==> src/rtl/snake_move_ctrl.sv <==
// Snake head movement sequencer: arbitrates the active-low direction keys,
// rejects 180-degree reversals against the committed direction, divides
// VGA_CLK down to the move tick and advances/wraps the head on each tick.
module snake_move_ctrl #(
  parameter int GRID_W   = 40,
  parameter int GRID_H   = 30,
  parameter int X_W      = 6,
  parameter int Y_W      = 5,
  parameter int X0       = 20,
  parameter int Y0       = 15,
  parameter int TICK_DIV = 2500000
) (
  input  logic           VGA_CLK,
  input  logic           reset,
  input  logic           sw0,
  input  logic           sw1,
  input  logic           sw2,
  input  logic           sw3,
  input  logic           pause,
  input  logic           game_over,
  input  logic           restart,
  output logic [2:0]     direction,
  output logic [X_W-1:0] head_x,
  output logic [Y_W-1:0] head_y,
  output logic           move_tick,
  output logic           running,
  output logic           halted
);

  localparam int CW = $clog2(TICK_DIV);
  localparam logic [CW-1:0]  CNT_MAX = CW'(TICK_DIV - 1);
  localparam logic [X_W-1:0] X_MAX   = X_W'(GRID_W - 1);
  localparam logic [Y_W-1:0] Y_MAX   = Y_W'(GRID_H - 1);
  localparam logic [X_W-1:0] X_INIT  = X_W'(X0);
  localparam logic [Y_W-1:0] Y_INIT  = Y_W'(Y0);

  typedef enum logic [1:0] {IDLE, RUN, HALT} state_t;
  typedef enum logic [2:0] {
    DIR_NONE  = 3'd0,
    DIR_UP    = 3'd1,
    DIR_DOWN  = 3'd2,
    DIR_LEFT  = 3'd3,
    DIR_RIGHT = 3'd4
  } dir_t;

  state_t         state_q, state_d;
  dir_t           dir_q, dir_d;
  dir_t           pend_q, pend_d;
  logic [X_W-1:0] x_q, x_d;
  logic [Y_W-1:0] y_q, y_d;
  logic [CW-1:0]  cnt_q, cnt_d;
  logic           tick_q, tick_d;
  logic           running_q, running_d;
  logic           halted_q, halted_d;
  dir_t           req;

  function automatic logic is_opposite(dir_t a, dir_t b);
    return ((a == DIR_UP)   && (b == DIR_DOWN))  ||
           ((a == DIR_DOWN) && (b == DIR_UP))    ||
           ((a == DIR_LEFT) && (b == DIR_RIGHT)) ||
           ((a == DIR_RIGHT) && (b == DIR_LEFT));
  endfunction

  // Fixed-priority key decode: up > down > left > right.
  always_comb begin
    req = DIR_NONE;
    if (!sw0)      req = DIR_UP;
    else if (!sw1) req = DIR_DOWN;
    else if (!sw2) req = DIR_LEFT;
    else if (!sw3) req = DIR_RIGHT;
  end

  // Next-state logic for the FSM, request latch, tick divider and head position.
  always_comb begin
    state_d = state_q;
    dir_d   = dir_q;
    pend_d  = pend_q;
    x_d     = x_q;
    y_d     = y_q;
    cnt_d   = cnt_q;
    tick_d  = 1'b0;
    if (restart) begin
      state_d = IDLE;
      dir_d   = DIR_NONE;
      pend_d  = DIR_NONE;
      x_d     = X_INIT;
      y_d     = Y_INIT;
      cnt_d   = '0;
    end else begin
      case (state_q)
        IDLE: begin
          cnt_d = '0;
          if (req != DIR_NONE) begin
            pend_d  = req;
            state_d = RUN;
          end
        end
        RUN: begin
          if ((req != DIR_NONE) && !is_opposite(req, dir_q)) pend_d = req;
          // game_over outranks a coincident tick: head and direction stay put.
          if (game_over) begin
            state_d = HALT;
          end else if (!pause) begin
            if (cnt_q == CNT_MAX) begin
              cnt_d  = '0;
              tick_d = 1'b1;
              dir_d  = pend_q;
              case (pend_q)
                DIR_UP:    y_d = (y_q == '0)    ? Y_MAX : y_q - 1'b1;
                DIR_DOWN:  y_d = (y_q == Y_MAX) ? '0    : y_q + 1'b1;
                DIR_LEFT:  x_d = (x_q == '0)    ? X_MAX : x_q - 1'b1;
                DIR_RIGHT: x_d = (x_q == X_MAX) ? '0    : x_q + 1'b1;
                default: ;
              endcase
            end else begin
              cnt_d = cnt_q + 1'b1;
            end
          end
        end
        default: ;
      endcase
    end
    running_d = (state_d == RUN);
    halted_d  = (state_d == HALT);
  end

  // State and registered outputs, cleared asynchronously by reset.
  always_ff @(posedge VGA_CLK or negedge reset) begin
    if (!reset) begin
      state_q   <= IDLE;
      dir_q     <= DIR_NONE;
      pend_q    <= DIR_NONE;
      x_q       <= X_INIT;
      y_q       <= Y_INIT;
      cnt_q     <= '0;
      tick_q    <= 1'b0;
      running_q <= 1'b0;
      halted_q  <= 1'b0;
    end else begin
      state_q   <= state_d;
      dir_q     <= dir_d;
      pend_q    <= pend_d;
      x_q       <= x_d;
      y_q       <= y_d;
      cnt_q     <= cnt_d;
      tick_q    <= tick_d;
      running_q <= running_d;
      halted_q  <= halted_d;
    end
  end

  assign direction = dir_q;
  assign head_x    = x_q;
  assign head_y    = y_q;
  assign move_tick = tick_q;
  assign running   = running_q;
  assign halted    = halted_q;

endmodule

==> config.mk <==
export PLATFORM = sky130hd
export DESIGN_NAME = snake_move_ctrl
export DESIGN_NICKNAME = d
export VERILOG_FILES = /design/src/rtl/snake_move_ctrl.sv
export SDC_FILE = /design/constraint.sdc
export NUM_CORES = 1
export LEC_CHECK = 0
export ABC_AREA = 1
export CAP_MARGIN = 20
export CORE_UTILIZATION = 45
export CTS_CLUSTER_SIZE = 16
export DETAILED_ROUTE_END_ITERATION = 8
export PLACE_DENSITY_LB_ADDON = 0.05
export SYNTH_ARGS = -nofsm -noshare
export SYNTH_HDL_FRONTEND = slang
export SYNTH_SLANG_ARGS = --single-unit
==> constraint.sdc <==
create_clock -name VGA_CLK -period 2.2 [get_ports VGA_CLK]
set_clock_uncertainty 0.2 [all_clocks]
set_input_delay 0.33 -clock VGA_CLK [delete_from_list [all_inputs] [get_ports VGA_CLK]]
set_output_delay 0.33 -clock VGA_CLK [all_outputs]
set_load 0.01 [all_outputs]
* Word-level counts from Yosys, hierarchy flattened *
Cells that the tools add are included.

operators by class
  add/sub/neg operators = 5
  eq/ne operators = 24
  muxes and demuxes = 43
  reduce and logical (&&, ||, !) cells = 23

operators with widths
  kind                                                                 count
  22-bit two-way mux                                                   4
  22-bit one-hot mux with 2 select lines                               1
  6-bit two-way mux                                                    7
  3-bit two-way mux                                                    12
  5-bit two-way mux                                                    7
  22-bit by 1-bit adder with 22-bit output (second input constant)     1
  22-bit == test (second input constant)                               1
  3-bit by 2-bit == test with 1-bit output (second input constant)     6
  3-bit != test (second input constant)                                4
  6-bit one-hot mux with 2 select lines                                1
  3-bit nonzero test                                                   4
  5-bit one-hot mux with 2 select lines                                1
  5-bit AND reduction                                                  2
  3-bit by 1-bit == test with 1-bit output (second input constant)     3
  3-bit == test (second input constant)                                3
  6-bit by 1-bit adder with 6-bit output (second input constant)       1
  6-bit == test (second input constant)                                1
  6-bit zero test                                                      1
  2-bit two-way mux                                                    3
  3-bit one-hot mux with 2 select lines                                1
  3-bit AND reduction                                                  2
  6-bit by 1-bit subtractor with 6-bit output (second input constant)  1
  5-bit by 1-bit adder with 5-bit output (second input constant)       1
  5-bit == test (second input constant)                                1
  other kinds (13)                                                     26

word-level totals
  flip-flop bits (word level) = 44
  word-level logic and storage cells = 104

* Depth between registers and ports, before layout *
Gate-level depths: netlist of run 1.

  depth in word-level cells = 14
  gate-level depth with buffers = 11
  mapped depth without buffers = 10

* Worst setup path after synthesis of run 1 *
OpenSTA, ideal clock, no wires.

  kind = register -> register
  start = reg y_q[0], in the netlist head_y[0]
  end = reg y_q[2], in the netlist head_y[2]
  data arrival time = 1.439 ns
  slack = 0.484 ns
  cell stages (with the launch flop) = 8
  period minus slack after synthesis = 1.716 ns
  path through = dfstp_2 > inv_1 > ha_1 > or2_2 > nand3_1 > nand3_1 > nand3_1 > nand2_1

on the way
  cells in the longest elaborated chain, start to end = 8

RTL lines
  item                                                            line      RTL
  from (decl)                                                     50        logic [Y_W-1:0] y_q, y_d;
  from (signal assigned)                                          144       y_q <= y_d;
  5-bit by 1-bit adder with 5-bit output (tied with other cells)  110       DIR_DOWN: y_d = (y_q == Y_MAX) ? '0 : y_q + 1'b1;
  5-bit two-way mux (on tied branches)                            110, 109
  5-bit one-hot mux with 2 select lines (*)                       108       case (pend_q)
  5-bit two-way mux (*)                                           104       if (cnt_q == CNT_MAX) begin
  5-bit two-way mux (*)                                           103       end else if (!pause) begin
  5-bit two-way mux (*)                                           101       if (game_over) begin
  5-bit two-way mux (*)                                           90        case (state_q)
  5-bit two-way mux (*)                                           82        if (restart) begin

Every way passes the cells marked *; elsewhere a longest branch is shown, timed or not. The select of a mux whose other input is x is not followed.
A chain may end at the register's enable or synchronous reset.

* Worst setup path after layout of run 1 *
  start = reg x_q[2], in the netlist head_x[2]
  end = out head_x[2]

RTL lines
  item                    line  RTL
  from (decl)             49    logic [X_W-1:0] x_q, x_d;
  from (signal assigned)  133   x_q <= X_INIT;
  from (signal assigned)  143   x_q <= x_d;
  to (decl)               23    output logic [X_W-1:0] head_x,

No word-level cell between the ends.

==> results of run 1 <==
## area by class of cell
type / count / share of cell area
Inverter: 55 / 0.0570
Timing Repair Buffer: 35 / 0.0892
Sequential cell: 44 / 0.306
Multi-Input combinational cell: 360 / 0.487
Clock buffer: 6 / 0.0228
Tap cell: 77 / 0.0266
Clock inverter: 2 / 0.0107
## path summary, 6_finish.rpt
kind                       startpoint  slack [ns]   endpoint  cells after the start
max                         head_x[2]        0.13  head_x[2]                      1
min                         head_y[1]        0.31  head_y[1]                      2
max reg2reg                  cnt_q[0]        0.31  head_y[4]                      8
min reg2reg                 head_y[1]        0.31  head_y[1]                      2
max in group asynchronous       reset        0.80   cnt_q[5]                      3
min in group asynchronous       reset        0.41  head_x[5]                      2
## cells by family (layout without fill, tap and decap cells)
| group | Yosys count | count (layout) | share of synthesized area |
|---|---|---|---|
| simple gates | 314 | 314 | 0.460 |
| fa+ha+maj | 7 | 7 | 0.0281 |
| xor+xnor | 10 | 10 | 0.0281 |
| compound gates | 29 | 29 | 0.0494 |
| buf+inv | 61 | 98 | 0.0787 |
| flops | 44 | 44 | 0.356 |
## power groups by stage
| stage | Sequential, µW | Clock (µW) | Combinational [µW] |
|---|---|---|---|
| CTS | 980 | 683 | 626 |
| finish | 982 | 659 | 621 |
| detailed placement | 995 | 0 | 621 |
| floorplan | 970 | 0 | 434 |
| global route | 993 | 721 | 716 |
| global placement | 996 | 0 | 618 |
## per-layer routing
metal  vias up  wire (µm)  GRT usage
met5         -          0          0
met4         0         94     0.0632
met3         9        272     0.0340
met2        62       3490      0.383
met1      1301       3490      0.297
li1       1556          -          -
## timing repair
action | in CTS | in global routing
endpoints found under the setup margin | 0 | 0
hold buffers | 1 | 0
setup buffers | 0 | 0
endpoints found under the hold margin | 24 | 0
## registers in the layout (all words and copies together), names as in the netlist
name and count:
cnt_q 22, direction 3, halted 1, head_x 6
head_y 5, move_tick 1, pend_q 3, running 1
state_q 2
## layout by cell type (no fill, tap or decap), drive strengths merged
cell / n
nand4: 17
o211ai: 3
buf: 10
bufinv: 1
clkinv: 1
clkdlybuf4s50: 24
nor2: 89
a21oi: 13
or2: 3
dlygate4sd3: 1
nand3: 53
xor2: 7
dfrtp: 38
xnor2: 3
nand2: 147
ha: 7
inv: 55
dfstp: 6
nor3: 4
clkbuf: 6
a31oi: 1
nor4: 1
o21ai: 12
## through the flow
step / instance area, µm² / setup slack [ns] / instances / total power, µW / util
after detailed placement: 3490 / 0.0884 / 570 / 1620 / 0.534
after floorplan: 3120 / 0.484 / 465 / 1400 / -
after global placement: 3490 / 0.128 / 570 / 1610 / 0.534
final: 3620 / 0.134 / 579 / 2260 / 0.554
after global routing: 3620 / 0.0770 / 579 / 2430 / 0.554
after CTS: 3620 / 0.128 / 579 / 2290 / 0.554
==> run summary, run 1 <==
clock share of power: 0.291
Clock Pin Slew Worst Setup and Hold Paths: 0.08 ns
die height: 85.2 µm
DRT Pass-1 Iters: 5
Worst setup SP type: flop
Congestion Overflow GR: 0
Yosys warning count: 0
# IOs: 26
Gate power share: 0.274
slowest cell on the critical path: dfstp_2
first-pass GRT wire length: 12.9 mm
Top FF cell, synth: dfrtp_1
ranking of synthesized cells by area: dfrtp_1 (30%), nand2_1 (17%), nor2_1 (9.0%), nand3_1 (7.9%), inv_1 (5.9%)
Critical Path AT: 1.54 ns
WL final: 7.34 mm
largest area contributor in the synthesized netlist: dfrtp_1
initial antenna violation count: 0
pwr/cell area: 625 mW/mm²
crit share post-route: 0.939
Global Route Usage Sum: 0.225
detailed placement HPWL: 5.68 mm
slew margin rel.: 0.528
count leader, synth: nand2_1
hold crit path type: reg2reg
Nets: 517
minimum clock period: 2.07 ns
post-synthesis cell type count: 30
leakage: 0.00171 µW
final hold slack: 0.312 ns
Switching Share: 0.324
TritonCTS Buffers: 5
DRC viols: 0
max-slew violation count: 0
vias in the first global route: 2803
max incr delay on CP: 0.66 ns
Slew @ Worst Pin: 0.709 ns
WS Path Type: reg2out
worst endpoint required time: 1.67 ns
area grow syn2layout: 16.1%
core outline area: 0.00653 mm²
Vias/cell: 5.06
Resized cells post-CTS: 0
filler instances: 633
syn avg cell area: 6.71 µm²
final hold violation count: 0
area of the multi-input gates: 0.00176 mm²
WL/cell: 12.7 µm
cells after synthesis: 465
FF+latch area: 0.00111 mm²
setup tns final: 0 ns
Net Switching: 733 µW
worst vdd ir: 303 µV
sequential area share after synthesis: 0.356
initial drt markers: 129
Synth top cells by count: nand2_1 (138), nor2_1 (75), inv_1 (49), nand3_1 (49), dfrtp_1 (38)
largest net degree at the start of global routing: 33
diode count: 0
row count: 29
TritonCTS clock tree: yes
ys async rst share: 1.00
I/O Buffers: 25
CP max FO: 11
final setup fails: 0
worst-path cell chain: clkdlybuf4s50_1
maximum clock path buffer count: 2
die area: 0.00727 mm²
Worst Path Buf+Inv: 1
vias post-DR: 2928
H-Tree Depth: 2
FF+latch count, synth: 44
Post-synth EDFFs: 0
outcome: finished clean
die width: 85.2 µm
Num Clock Sinks: 44
clk_lat worst skew: 0.30 ns
CP Capture Type: output port
Routed Antenna Nets: 0
CP top delay family: flip-flops
share of cells above drive strength 1: 0.122
RePlAce Congestion: 0.922
RSZ-0062 raised after global routing: false
Sequential Power Share: 0.434
syn_nets: 481
CTS Root Cell: clkbuf_8
Max-Cap Viols: 0
Internal Power: 1530 µW
synthesized area: 0.00312 mm²
Max Freq: 484 MHz
Starting Density: 0.477
Synth top area share: 0.305
Note: power is estimated with default switching activity, not from simulation.
==> inputs of run 2 (changes only) <==
--- a/constraint.sdc
+++ b/constraint.sdc
@@ -3,3 +3,3 @@
 set_input_delay 0.33 -clock VGA_CLK [delete_from_list [all_inputs] [get_ports VGA_CLK]]
 set_output_delay 0.33 -clock VGA_CLK [all_outputs]
-set_load 0.01 [all_outputs]
+set_load 0.005 [all_outputs]
==> results of run 2 <==
The final DEF is identical to that of run 1. Status: finished clean.
Main changes from that run: setup slack after layout 0.134 ns -> 0.169 ns; total power 2260 µW -> 2240 µW
